### config.mk
export PLATFORM = sky130hd
export DESIGN_NAME = ulpi_rx_framer
export DESIGN_NICKNAME = d
export VERILOG_FILES = /design/src/rtl/ulpi_pkg.sv /design/src/rtl/ulpi_rx_fifo.sv /design/src/rtl/ulpi_rx_framer.sv
export SDC_FILE = /design/constraint.sdc
export NUM_CORES = 1
export LEC_CHECK = 0
export BUFFER_PORTS_ARGS = -buffer_cell sky130_fd_sc_hd__buf_4
export CAP_MARGIN = 20
export CORE_MARGIN = 2
export CORE_UTILIZATION = 44
export DETAILED_ROUTE_END_ITERATION = 6
export GPL_ROUTABILITY_DRIVEN = 0
export PLACE_DENSITY_LB_ADDON = 0.12
export SETUP_SLACK_MARGIN = 0.02
export SYNTH_ARGS = -nofsm -noshare
export SYNTH_HDL_FRONTEND = slang
export SYNTH_SLANG_ARGS = --single-unit
### constraint.sdc
create_clock -name clk -period 5.9 [get_ports clk]
set_clock_uncertainty 0.15 [all_clocks]
set_input_delay 0.59 -clock clk [delete_from_list [all_inputs] [get_ports clk]]
set_output_delay 0.59 -clock clk [all_outputs]
set_load 0.005 [all_outputs]
### src/rtl/ulpi_pkg.sv
// rtl/ulpi_pkg.sv - shared types for the ULPI receive framer
package ulpi_pkg;

   // RxEvent field of an RX CMD byte
   typedef enum logic [1:0] {
      EV_NONE   = 2'b00,
      EV_ACTIVE = 2'b01,
      EV_DISC   = 2'b10,
      EV_ERROR  = 2'b11
   } rx_event_e;

   // RX CMD byte layout, MSB first
   typedef struct packed {
      logic [1:0] id;
      rx_event_e  rx_event;
      logic [1:0] vbus;
      logic [1:0] line;
   } rxcmd_t;

   // One FIFO entry as seen by the consumer
   typedef struct packed {
      logic       err;
      logic       eop;
      logic       sop;
      logic [7:0] data;
   } rx_entry_t;

   typedef enum logic [1:0] {
      ST_IDLE   = 2'b00,
      ST_ACTIVE = 2'b01,
      ST_DROP   = 2'b10
   } framer_state_e;

   // Entry that closes a packet which lost data or carried only an error
   localparam rx_entry_t MARKER = '{err: 1'b1, eop: 1'b1, sop: 1'b0, data: 8'h00};

   // RxActive and RxError both mean the PHY is receiving
   function automatic logic ev_is_active(input rx_event_e ev);
      return (ev == EV_ACTIVE) || (ev == EV_ERROR);
   endfunction

endpackage

### src/rtl/ulpi_rx_fifo.sv
// rtl/ulpi_rx_fifo.sv - synchronous FIFO with push/full, pop/empty and registered head
module ulpi_rx_fifo
   import ulpi_pkg::*;
#(
   parameter int  DEPTH = 8,
   parameter type T     = rx_entry_t
) (
   input  logic clk,
   input  logic reset,
   input  logic push_i,
   input  T     push_data_i,
   output logic full_o,
   input  logic pop_i,
   output logic empty_o,
   output T     head_o
);

   localparam int AW = $clog2(DEPTH);

   T           mem_q [DEPTH];
   logic [AW:0] wr_q;
   logic [AW:0] rd_q;
   logic        do_push;
   logic        do_pop;

   // Extra pointer bit distinguishes full from empty when the indices match
   assign empty_o = (wr_q == rd_q);
   assign full_o  = (wr_q[AW] != rd_q[AW]) && (wr_q[AW-1:0] == rd_q[AW-1:0]);
   assign do_pop  = pop_i & ~empty_o;
   // A pop in the same cycle frees the slot, so a push into a full FIFO still lands
   assign do_push = push_i & (~full_o | do_pop);
   // Head reads as zero while empty so the outputs are quiet after reset
   assign head_o  = empty_o ? T'('0) : mem_q[rd_q[AW-1:0]];

   // Pointer update, wrapping modulo DEPTH through natural overflow
   always_ff @(posedge clk) begin
      if (reset) begin
         wr_q <= '0;
         rd_q <= '0;
      end else begin
         if (do_push) wr_q <= wr_q + 1'b1;
         if (do_pop)  rd_q <= rd_q + 1'b1;
      end
   end

   // Storage write; contents need no reset because the pointers gate visibility
   always_ff @(posedge clk) begin
      if (do_push) mem_q[wr_q[AW-1:0]] <= push_data_i;
   end

endmodule

### src/rtl/ulpi_rx_framer.sv
// rtl/ulpi_rx_framer.sv - splits ULPI receive bytes into RX CMD status and framed packets
module ulpi_rx_framer
   import ulpi_pkg::*;
#(
   parameter int DEPTH = 8,
   parameter int CNT_W = 8
) (
   input  logic             clk,
   input  logic             reset,
   input  logic             rx_dir,
   input  logic             rx_valid,
   input  logic             rx_is_cmd,
   input  logic [7:0]       rx_data,
   output logic             pkt_valid,
   input  logic             pkt_ready,
   output logic [7:0]       pkt_data,
   output logic             pkt_sop,
   output logic             pkt_eop,
   output logic             pkt_err,
   output logic [1:0]       line_state,
   output logic [1:0]       vbus_state,
   output logic             host_disc,
   output logic             rxcmd_strobe,
   output logic [CNT_W-1:0] ovf_count
);

   framer_state_e    state_q, state_d;
   logic             h_valid_q, h_valid_d;
   logic             h_sop_q, h_sop_d;
   logic [7:0]       h_data_q, h_data_d;
   logic             err_acc_q, err_acc_d;
   logic             pend_q, pend_d;
   logic [CNT_W-1:0] ovf_q, ovf_d;
   logic             ovf_inc;
   logic             rx_dir_q;
   logic [1:0]       line_q, vbus_q;
   logic             disc_q, strobe_q;

   logic             push;
   rx_entry_t        push_entry;
   rx_entry_t        head;
   logic             fifo_full, fifo_empty, pop, room;

   logic             cmd_v, data_v, ev_act, ev_err, pkt_end;
   rx_event_e        cmd_ev;

   assign cmd_ev  = rx_event_e'(rx_data[5:4]);
   assign cmd_v   = rx_valid & rx_is_cmd;
   assign data_v  = rx_valid & ~rx_is_cmd;
   assign ev_act  = cmd_v & ev_is_active(cmd_ev);
   assign ev_err  = cmd_v & (cmd_ev == EV_ERROR);
   // Packet ends on an inactive RxEvent or when the PHY hands the bus back
   assign pkt_end = (cmd_v & ~ev_is_active(cmd_ev)) | (rx_dir_q & ~rx_dir);

   assign pop  = pkt_valid & pkt_ready;
   assign room = ~fifo_full | (pop & ~fifo_empty);

   ulpi_rx_fifo #(.DEPTH(DEPTH), .T(rx_entry_t)) u_fifo (
      .clk         (clk),
      .reset       (reset),
      .push_i      (push),
      .push_data_i (push_entry),
      .full_o      (fifo_full),
      .pop_i       (pop),
      .empty_o     (fifo_empty),
      .head_o      (head)
   );

   assign pkt_valid                          = ~fifo_empty;
   assign {pkt_err, pkt_eop, pkt_sop, pkt_data} = head;
   assign line_state   = line_q;
   assign vbus_state   = vbus_q;
   assign host_disc    = disc_q;
   assign rxcmd_strobe = strobe_q;
   assign ovf_count    = ovf_q;

   // Framer next state: one-byte lookahead in H so the last byte can carry eop
   always_comb begin
      state_d    = state_q;
      h_valid_d  = h_valid_q;
      h_sop_d    = h_sop_q;
      h_data_d   = h_data_q;
      err_acc_d  = err_acc_q;
      pend_d     = pend_q;
      ovf_inc    = 1'b0;
      push       = 1'b0;
      push_entry = '0;
      case (state_q)
         ST_IDLE: begin
            if (pend_q) begin
               push       = 1'b1;
               push_entry = MARKER;
               if (room) pend_d = 1'b0;
               if (data_v) ovf_inc = 1'b1;
            end else if (ev_act) begin
               state_d   = ST_ACTIVE;
               h_valid_d = 1'b0;
               err_acc_d = ev_err;
            end
         end
         ST_ACTIVE: begin
            if (pkt_end) begin
               state_d   = ST_IDLE;
               h_valid_d = 1'b0;
               if (h_valid_q) begin
                  push       = 1'b1;
                  push_entry = '{err: err_acc_q, eop: 1'b1, sop: h_sop_q, data: h_data_q};
                  if (!room) begin
                     ovf_inc = 1'b1;
                     pend_d  = 1'b1;
                  end
               end else if (err_acc_q) begin
                  push       = 1'b1;
                  push_entry = MARKER;
                  if (!room) pend_d = 1'b1;
               end
            end else begin
               if (ev_err) err_acc_d = 1'b1;
               if (data_v) begin
                  if (!h_valid_q) begin
                     // H is only empty in ACTIVE before the first byte
                     h_valid_d = 1'b1;
                     h_sop_d   = 1'b1;
                     h_data_d  = rx_data;
                  end else begin
                     push       = 1'b1;
                     push_entry = '{err: 1'b0, eop: 1'b0, sop: h_sop_q, data: h_data_q};
                     if (room) begin
                        h_sop_d  = 1'b0;
                        h_data_d = rx_data;
                     end else begin
                        ovf_inc   = 1'b1;
                        h_valid_d = 1'b0;
                        state_d   = ST_DROP;
                     end
                  end
               end
            end
         end
         ST_DROP: begin
            if (pkt_end) begin
               state_d    = ST_IDLE;
               push       = 1'b1;
               push_entry = MARKER;
               if (!room) pend_d = 1'b1;
            end else if (data_v) begin
               ovf_inc = 1'b1;
            end
         end
         default: state_d = ST_IDLE;
      endcase
      ovf_d = (ovf_inc && (ovf_q != {CNT_W{1'b1}})) ? ovf_q + 1'b1 : ovf_q;
   end

   // Framer state, hold register and overflow counter
   always_ff @(posedge clk) begin
      if (reset) begin
         state_q   <= ST_IDLE;
         h_valid_q <= 1'b0;
         h_sop_q   <= 1'b0;
         h_data_q  <= '0;
         err_acc_q <= 1'b0;
         pend_q    <= 1'b0;
         ovf_q     <= '0;
         rx_dir_q  <= 1'b0;
      end else begin
         state_q   <= state_d;
         h_valid_q <= h_valid_d;
         h_sop_q   <= h_sop_d;
         h_data_q  <= h_data_d;
         err_acc_q <= err_acc_d;
         pend_q    <= pend_d;
         ovf_q     <= ovf_d;
         rx_dir_q  <= rx_dir;
      end
   end

   // Line status captured from every RX CMD, with a strobe marking the update
   always_ff @(posedge clk) begin
      if (reset) begin
         line_q   <= '0;
         vbus_q   <= '0;
         disc_q   <= 1'b0;
         strobe_q <= 1'b0;
      end else begin
         strobe_q <= cmd_v;
         if (cmd_v) begin
            line_q <= rx_data[1:0];
            vbus_q <= rx_data[3:2];
            disc_q <= (cmd_ev == EV_DISC);
         end
      end
   end

endmodule

==> results.tsv, run 1 <==
stage	metric	value	unit
outcome	outcome	completed	
critical_path	critPathCaptureType	primary output	
clocking	post_cts_buffers	0	
critical_path	slowest_stage	nor2_1	
timing	fmax	291.3	MHz
detailed_routing	dr_total_vias	3325	
clocking	cts-htree-levels	4	
timing	drv_slew	0	
detailed_routing	firstDrtPassIters	4	
placement	hpwl	7.695	mm
timing	hold_viol	0	
detailed_routing	wirelength	11.66	mm
synth	synth_edf_count	88	
placement	pre_cts_slack	2.698	ns
critical_path	crit_chain	xnor2_4 > nand3_2 > nor2_1 > inv_1 > buf_4	
pwr	leakagePower	2.264	nW
clocking	clock-sinks	128	
critical_path	crit_arrival	2.69	ns
floorplanning	die_y	117.2	um
synth	synthFlopType	edfxtp_1	
synth	avgSynthCellArea	14.34	sq um
clocking	clkTransAtPathRegs	0.06	ns
synth	synth_cell_types	65	
floorplanning	ioPinCount	40	
placement	io_buffers	39	
floorplanning	die_area	0.01373	sq mm
synth	seq_area_frac_synth	61.09	%
timing	period_share	58.18	%
clocking	hold_buffers	0	
floorplanning	die_x	117.2	um
clocking	cts_buffer_depth	2	
synth	async_reset_ff_share	0	%
timing	finalWorstSetupSlack	2.468	ns
clocking	cts_resized	0	
timing	fin_crit	3.432	ns
critical_path	crit_required	5.16	ns
synth	synth_top_family_by_area	multiplexers	
synth	syn_nets	414	
detailed_routing	routedWlPerCell	18.75	um
global_route	grt_antenna_before_repair	0	
floorplanning	row_count	41	
critical_path	slowest_delay	0.84	ns
global_route	grt.total_usage	18.57	%
global_route	grt_pass1_wl	18.12	mm
hold_path	hp-class	input pin to flip-flop	
timing	slew_headroom	28.28	%
detailed_routing	drcViolationCount	0	
final_layout	drive_above_1_share	26.44	%
clocking	cts_made_buffers	17	
synth	synth-xor-area-share	1.709	%
final_layout	fill_cells	1074	
detailed_routing	ant_nets	0	
run	cap_violations	0	
clocking	clkLatencyLatePin	0.42	ns
floorplanning	core	0.01257	sq mm
synth	muxShareOfSynthArea	13.85	%
pwr	pwr_density_cell	322.9	mW/mm^2
timing	finalSetupTns	0	ns
detailed_routing	drtIter0Drc	264	
synth	ys_warn_count	0	
synth	syn-cell-area	0.005637	sq mm
timing	worstMarginPinSlew	1.072	ns
final_layout	n_antenna_cell	0	
critical_path	crit_path_max_fanout	12	
final_layout	final_util	53.45	%
final_layout	final_nets	458	
critical_path	start_kind	flip-flop	
clocking	cts_tree	yes	
pwr	peakVddDrop	157.2	uV
timing	setup-violations-final	0	
global_route	grt_pass1_vias	3317	
synth	synthSimpleGateAreaFrac	12.41	%
global_route	grt_start_max_net_pins	46	
floorplanning	initial_core_util	44.85	%
synth	synth_fa_ha_area_share	1.554	%
synth	ys_seq_elements	128	
synth	synth_compound_area_share	6.792	%
final_layout	areaGrowthSynthToFinish	19.18	%
clocking	root_buffer	clkbuf_16	
timing	grt_setup_unrepaired	false	
synth	syn-instance-count	393	
global_route	grt_overflow	0	
critical_path	worst-setup-path-type	flip-flop to primary output	
detailed_routing	via_per_inst	5.346	
-- state kept, by name (all words and copies together) (netlist names), named ones only --
register and cells:
state_q 2, rxcmd_strobe 1, u_fifo.rd_q 4, h_data_q 8, h_sop_q 1, host_disc 1
rx_dir_q 1, line_state 2, pend_q 1, h_valid_q 1, ovf_count 8, err_acc_q 1
u_fifo.mem_q 88, u_fifo.wr_q 4, vbus_state 2
-- worst max-delay path, delay by kind of cell (launching register included) --
family	cells	cell delay, ns
AND/OR/NAND/NOR	2	0.99
buffers and inverters	2	0.45
flip-flops	1	0.65
XOR/XNOR	1	0.18
-- metal layers --
metal,vias up,GRT usage (%),share of wire (%)
met1,1662,23.70,45
met2,55,30.23,51
li1,1593,-,-
met5,-,0,0
met3,15,4.789,2.9
met4,0,7.843,1.7
-- metrics by stage --
stage	cell area, sq um	total power, mW	std cells	hold slack (ns)
CTS	6718	2.192	622	0.2344
global placement	6070	1.095	589	0.3068
floorplan	5637	1.068	393	0.2945
detailed placement	6097	1.098	590	0.3115
finish	6718	2.169	622	0.2533
global route	6718	2.243	622	0.2607
-- cells in the mapped netlist, types with 2 or more instances --
library cell  number  area [sq um]
edfxtp_1          88          2643
nor2_1            43         161.4
dfxtp_1           40         800.8
mux2i_1           24         240.2
mux4_2            22         495.5
a21oi_1           15         75.07
nand2_1           13         48.80
clkbuf_1          11         41.29
nand3_1           11         55.05
and2_1            10         62.56
inv_1              9         33.78
ha_1               7         87.58
nand2b_1           6         37.54
nor2b_1            6         37.54
o21ai_0            6         30.03
o31ai_1            5         37.54
or4_1              5         37.54
buf_6              4         45.04
nor4_2             4         50.05
xor2_1             4         35.03
and3_1             3         18.77
and4_1             3         26.28
buf_2              3         15.01
mux2_1             3         33.78
nor3_1             3         15.01
a21boi_2           2         22.52
nor4bb_1           2         20.02
o2111ai_1          2         17.52
o21ai_1            2         10.01
xnor2_1            2         17.52
-- worst paths after layout --
check	from	end	slack [ns]	cells after the start
max	u_fifo.wr_q[0]	pkt_valid	2.47	5
min	rx_dir	rx_dir_q	0.25	2
max reg2reg	state_q[1]	u_fifo.mem_q[3][1]	2.83	6
min reg2reg	h_sop_q	h_sop_q	0.32	2
-- cell type report --
cell class	count	area [sq um]	share of cell area, %
flip-flops and latches	128	3443	51.26
multi-input cells	236	2047	30.47
clock buffers	18	429.2	6.389
repair buffers	45	357.8	5.327
well taps	172	215.2	3.204
clock inverters	14	191.4	2.850
inverters	9	33.78	0.5029
-- layout by cell type, fill, tap and decap left out, types with 3 or more instances in the layout --
master      Yosys  final
nor2_1         43     43
mux2_1          3      3
or4_1           5      5
clkbuf_16       0     17
nor2b_1         6      6
mux4_2         22     22
bufinv_16       0      4
and3_1          3      3
nor4_2          4      4
o21ai_0         6      6
ha_1            7      7
dfxtp_1        40     40
xor2_1          4      4
nand2_1        13     13
nor3_1          3      3
and4_1          3      3
nand3_1        11     11
o31ai_1         5      5
edfxtp_1       88     88
nand2b_1        6      6
inv_1           9      9
buf_4           1     44
and2_1         10     10
clkinvlp_4      0      6
mux2i_1        24     24
a21oi_1        15     15
-- kinds of logic after synthesis --
kind of cell,count (synthesis)
flops,128
compound gates,48
buf+inv,29
fa+ha+maj,7
mux,50
xor+xnor,8
simple gates,123
-- report_power, final --
group | internal [mW] | switching [mW]
combinational | 0.0484 | 0.0671
sequential | 0.958 | 0.00749
clock | 0.704 | 0.384
Note: power is estimated with default switching activity, not from simulation.
==> inputs of run 2 (changes only) <==
==> constraint.sdc (replaced) <==
create_clock -name clk -period 3.3 [get_ports clk]
set_clock_uncertainty 0.15 [all_clocks]
set_input_delay 0.33 -clock clk [delete_from_list [all_inputs] [get_ports clk]]
set_output_delay 0.33 -clock clk [all_outputs]
set_load 0.005 [all_outputs]
==> run 2 against run 1 <==
- die area did not move
- hold slack got worse by 0.23 ns
- via count fell by 0.33%
- final area rose by 0.54%
- flip-flop and latch count did not move
- first-iteration DRC count fell by 22%
- sequential share of layout area fell by 0.28 points
- routed wire length fell by 4.6%
- critical path depth rose by 1
- global-route usage fell by 1.3 points
- count of clock-buffer cells in the layout rose by 1
- critical path type is now flip-flop to flip-flop
- highest routed layer unchanged
==> results.tsv, run 2 (synthesis gave the netlist of run 1 again) <==
stage	metric	value	unit	change
outcome	outcome	completed		
clocking	clock-sinks	128		unchanged
timing	hold_viol	0		unchanged
final_layout	layout_commonest_cell	edfxtp_1		
critical_path	crit_path_max_fanout	13		+1
critical_path	crit_family	simple AND/OR/NAND/NOR gates		
critical_path	cp-startpoint	state_q[1]		
pwr	power.internal	3.068	mW	+79%
placement	io_buffers	39		unchanged
global_route	grt_overflow	0		unchanged
critical_path	slowest_delay	0.61	ns	-0.23 ns
floorplanning	die_y	117.2	um	unchanged
critical_path	slowest_stage	and4_1		
timing	holdWs	0.01834	ns	-0.2349 ns
detailed_routing	drcViolationCount	0		unchanged
floorplanning	die_x	117.2	um	unchanged
final_layout	largest_reg_flops	88		unchanged
pwr	power_frac_comb	5.3	%	about the same
global_route	grt_pass1_vias	3201		-3.5%
clocking	clkLatencyLatePin	0.40	ns	-0.02 ns
critical_path	start_kind	flip-flop		
global_route	grt_pass1_wl	17.11	mm	-5.6%
timing	worstMarginPinSlew	0.8392	ns	-0.2327 ns
critical_path	r2r_start	state_q[1]		
critical_path	r2r_cells	6		unchanged
timing	setup-violations-final	0		unchanged
clocking	cts_resized	0		unchanged
global_route	grt_start_max_net_pins	46		unchanged
hold_path	hp-class	input pin to flip-flop		
final_layout	design_area	0.006754	sq mm	+0.54%
floorplanning	initial_core_util	44.85	%	unchanged
critical_path	crit_arrival	2.79	ns	+0.10 ns
pwr	pwr_density_cell	573.2	mW/mm^2	+78%
critical_path	critPathCaptureType	flip-flop		
clocking	cts_made_buffers	17		unchanged
timing	period_share	87.99	%	
critical_path	path_buf_inv	1		-1
floorplanning	ioPinCount	40		unchanged
final_layout	final_cell_mix	edfxtp_1, buf_4, nor2_1		
run	cap_violations	0		unchanged
pwr	clockPowerShare	50.1	%	about the same
placement	hpwl	7.367	mm	-4.3%
pwr	seq_power_share	44.6	%	about the same
final_layout	drive_above_1_share	27.13	%	+0.69 points
clocking	cts-htree-levels	4		unchanged
detailed_routing	firstDrtPassIters	5		+1
floorplanning	row_count	41		unchanged
floorplanning	die_area	0.01373	sq mm	unchanged
pwr	leakagePower	2.350	nW	+3.8%
global_route	grt_antenna_before_repair	0		unchanged
clocking	clkTransAtPathRegs	0.06	ns	about the same
detailed_routing	dr_total_vias	3314		-0.33%
critical_path	crit_required	3.19	ns	-1.97 ns
timing	fmax	344.4	MHz	
critical_path	regToRegEndpoint	u_fifo.mem_q[1][2]		
timing	fin_crit	2.904	ns	
detailed_routing	ant_nets	0		unchanged
clocking	root_buffer	clkbuf_16		
timing	grt_setup_unrepaired	false		
critical_path	reg2reg_slack	0.40	ns	-2.43 ns
pwr	p_switching	0.8033	mW	+75%
critical_path	crit_chain	inv_1 > ha_1 > o21ai_1 > or3_4 > a211oi_2 > and4_1		
detailed_routing	drtIter0Drc	206		-22%
global_route	grt.total_usage	17.29	%	-1.3 points
pwr	p_total	3.872	mW	+79%
final_layout	final_nets	465		+1.5%
timing	slew_headroom	43.98	%	+16 points
final_layout	areaGrowthSynthToFinish	19.82	%	
placement	dpl-instance-area	0.006115	sq mm	+0.29%
clocking	cts_tree	yes		
floorplanning	core	0.01257	sq mm	unchanged
detailed_routing	wirelength	11.13	mm	-4.6%
detailed_routing	routedWlPerCell	17.70	um	-5.6%
critical_path	worst-path-stages	6		+1
final_layout	n_antenna_cell	0		unchanged
pwr	swShare	20.75	%	-0.39 points
clocking	cts_buffer_depth	2		unchanged
critical_path	critical_path.endpoint	u_fifo.mem_q[1][2]		
detailed_routing	via_per_inst	5.269		-1.4%
timing	drv_slew	0		unchanged
critical_path	worst-setup-path-type	flip-flop to flip-flop		
pwr	peakVddDrop	335.0	uV	+110%
timing	finalSetupTns	0	ns	unchanged
## run 2: per-stage QoR
step / utilization, % / instances / worst slack, ns
after CTS: 53.74 / 629 / 0.4118
after floorplan: - / 393 / 0.6333
after detailed placement: 48.65 / 595 / 0.4171
final: 53.74 / 629 / 0.3962
after global routing: 53.74 / 629 / 0.2621
after global placement: 48.65 / 595 / 0.5225
## run 2: what timing repair did
action                                 4_1_cts  5_1_grt
buffers inserted                             0        0
endpoints found under the hold margin        2        0
hold buffers                                 2        0
## run 2: worst min-delay path by stage
stage                              from  slack, ns            end  cells past startpoint
after floorplan                 h_sop_q       0.29        h_sop_q                      2
after global placement          h_sop_q       0.31        h_sop_q                      2
after detailed placement  vbus_state[0]       0.31  vbus_state[0]                      2
after CTS                    rx_data[7]      0.002    h_data_q[7]                      3
after global routing         rx_data[7]     0.0005    h_data_q[7]                      3
final                        rx_data[7]       0.02    h_data_q[7]                      3
## run 2: metal layers
metal  wire length (um)  track usage (%)  vias up
met5                  0                0        -
met3                311            4.789        5
met1               4942            21.29     1659
met2               5810            29.89       49
li1                   -                -     1601
met4                 68            5.020        0
## run 2: final cells by class
type,instances,area (sq um)
repair buffers,52,395.4
inverters,9,33.78
multi-input cells,236,2047
clock inverters,13,186.4
flip-flops and latches,128,3443
clock buffers,19,432.9
well taps,172,215.2
fillers,1077,5814
## run 2: power by group through the flow
stage / Clock, mW / Combinational [mW] / Sequential, mW
2_1_floorplan: 0 / 0.153 / 1.76
3_3_place_gp: 0 / 0.197 / 1.76
3_5_place_dp: 0 / 0.201 / 1.76
4_1_cts: 1.98 / 0.204 / 1.73
5_1_grt: 2.05 / 0.228 / 1.73
6_report: 1.94 / 0.206 / 1.73
## run 2: tightest hold or removal path, stage by stage
cell and delay, ns:
buf_4 0.07, mux2i_1 0.05, nor2_1 0.08
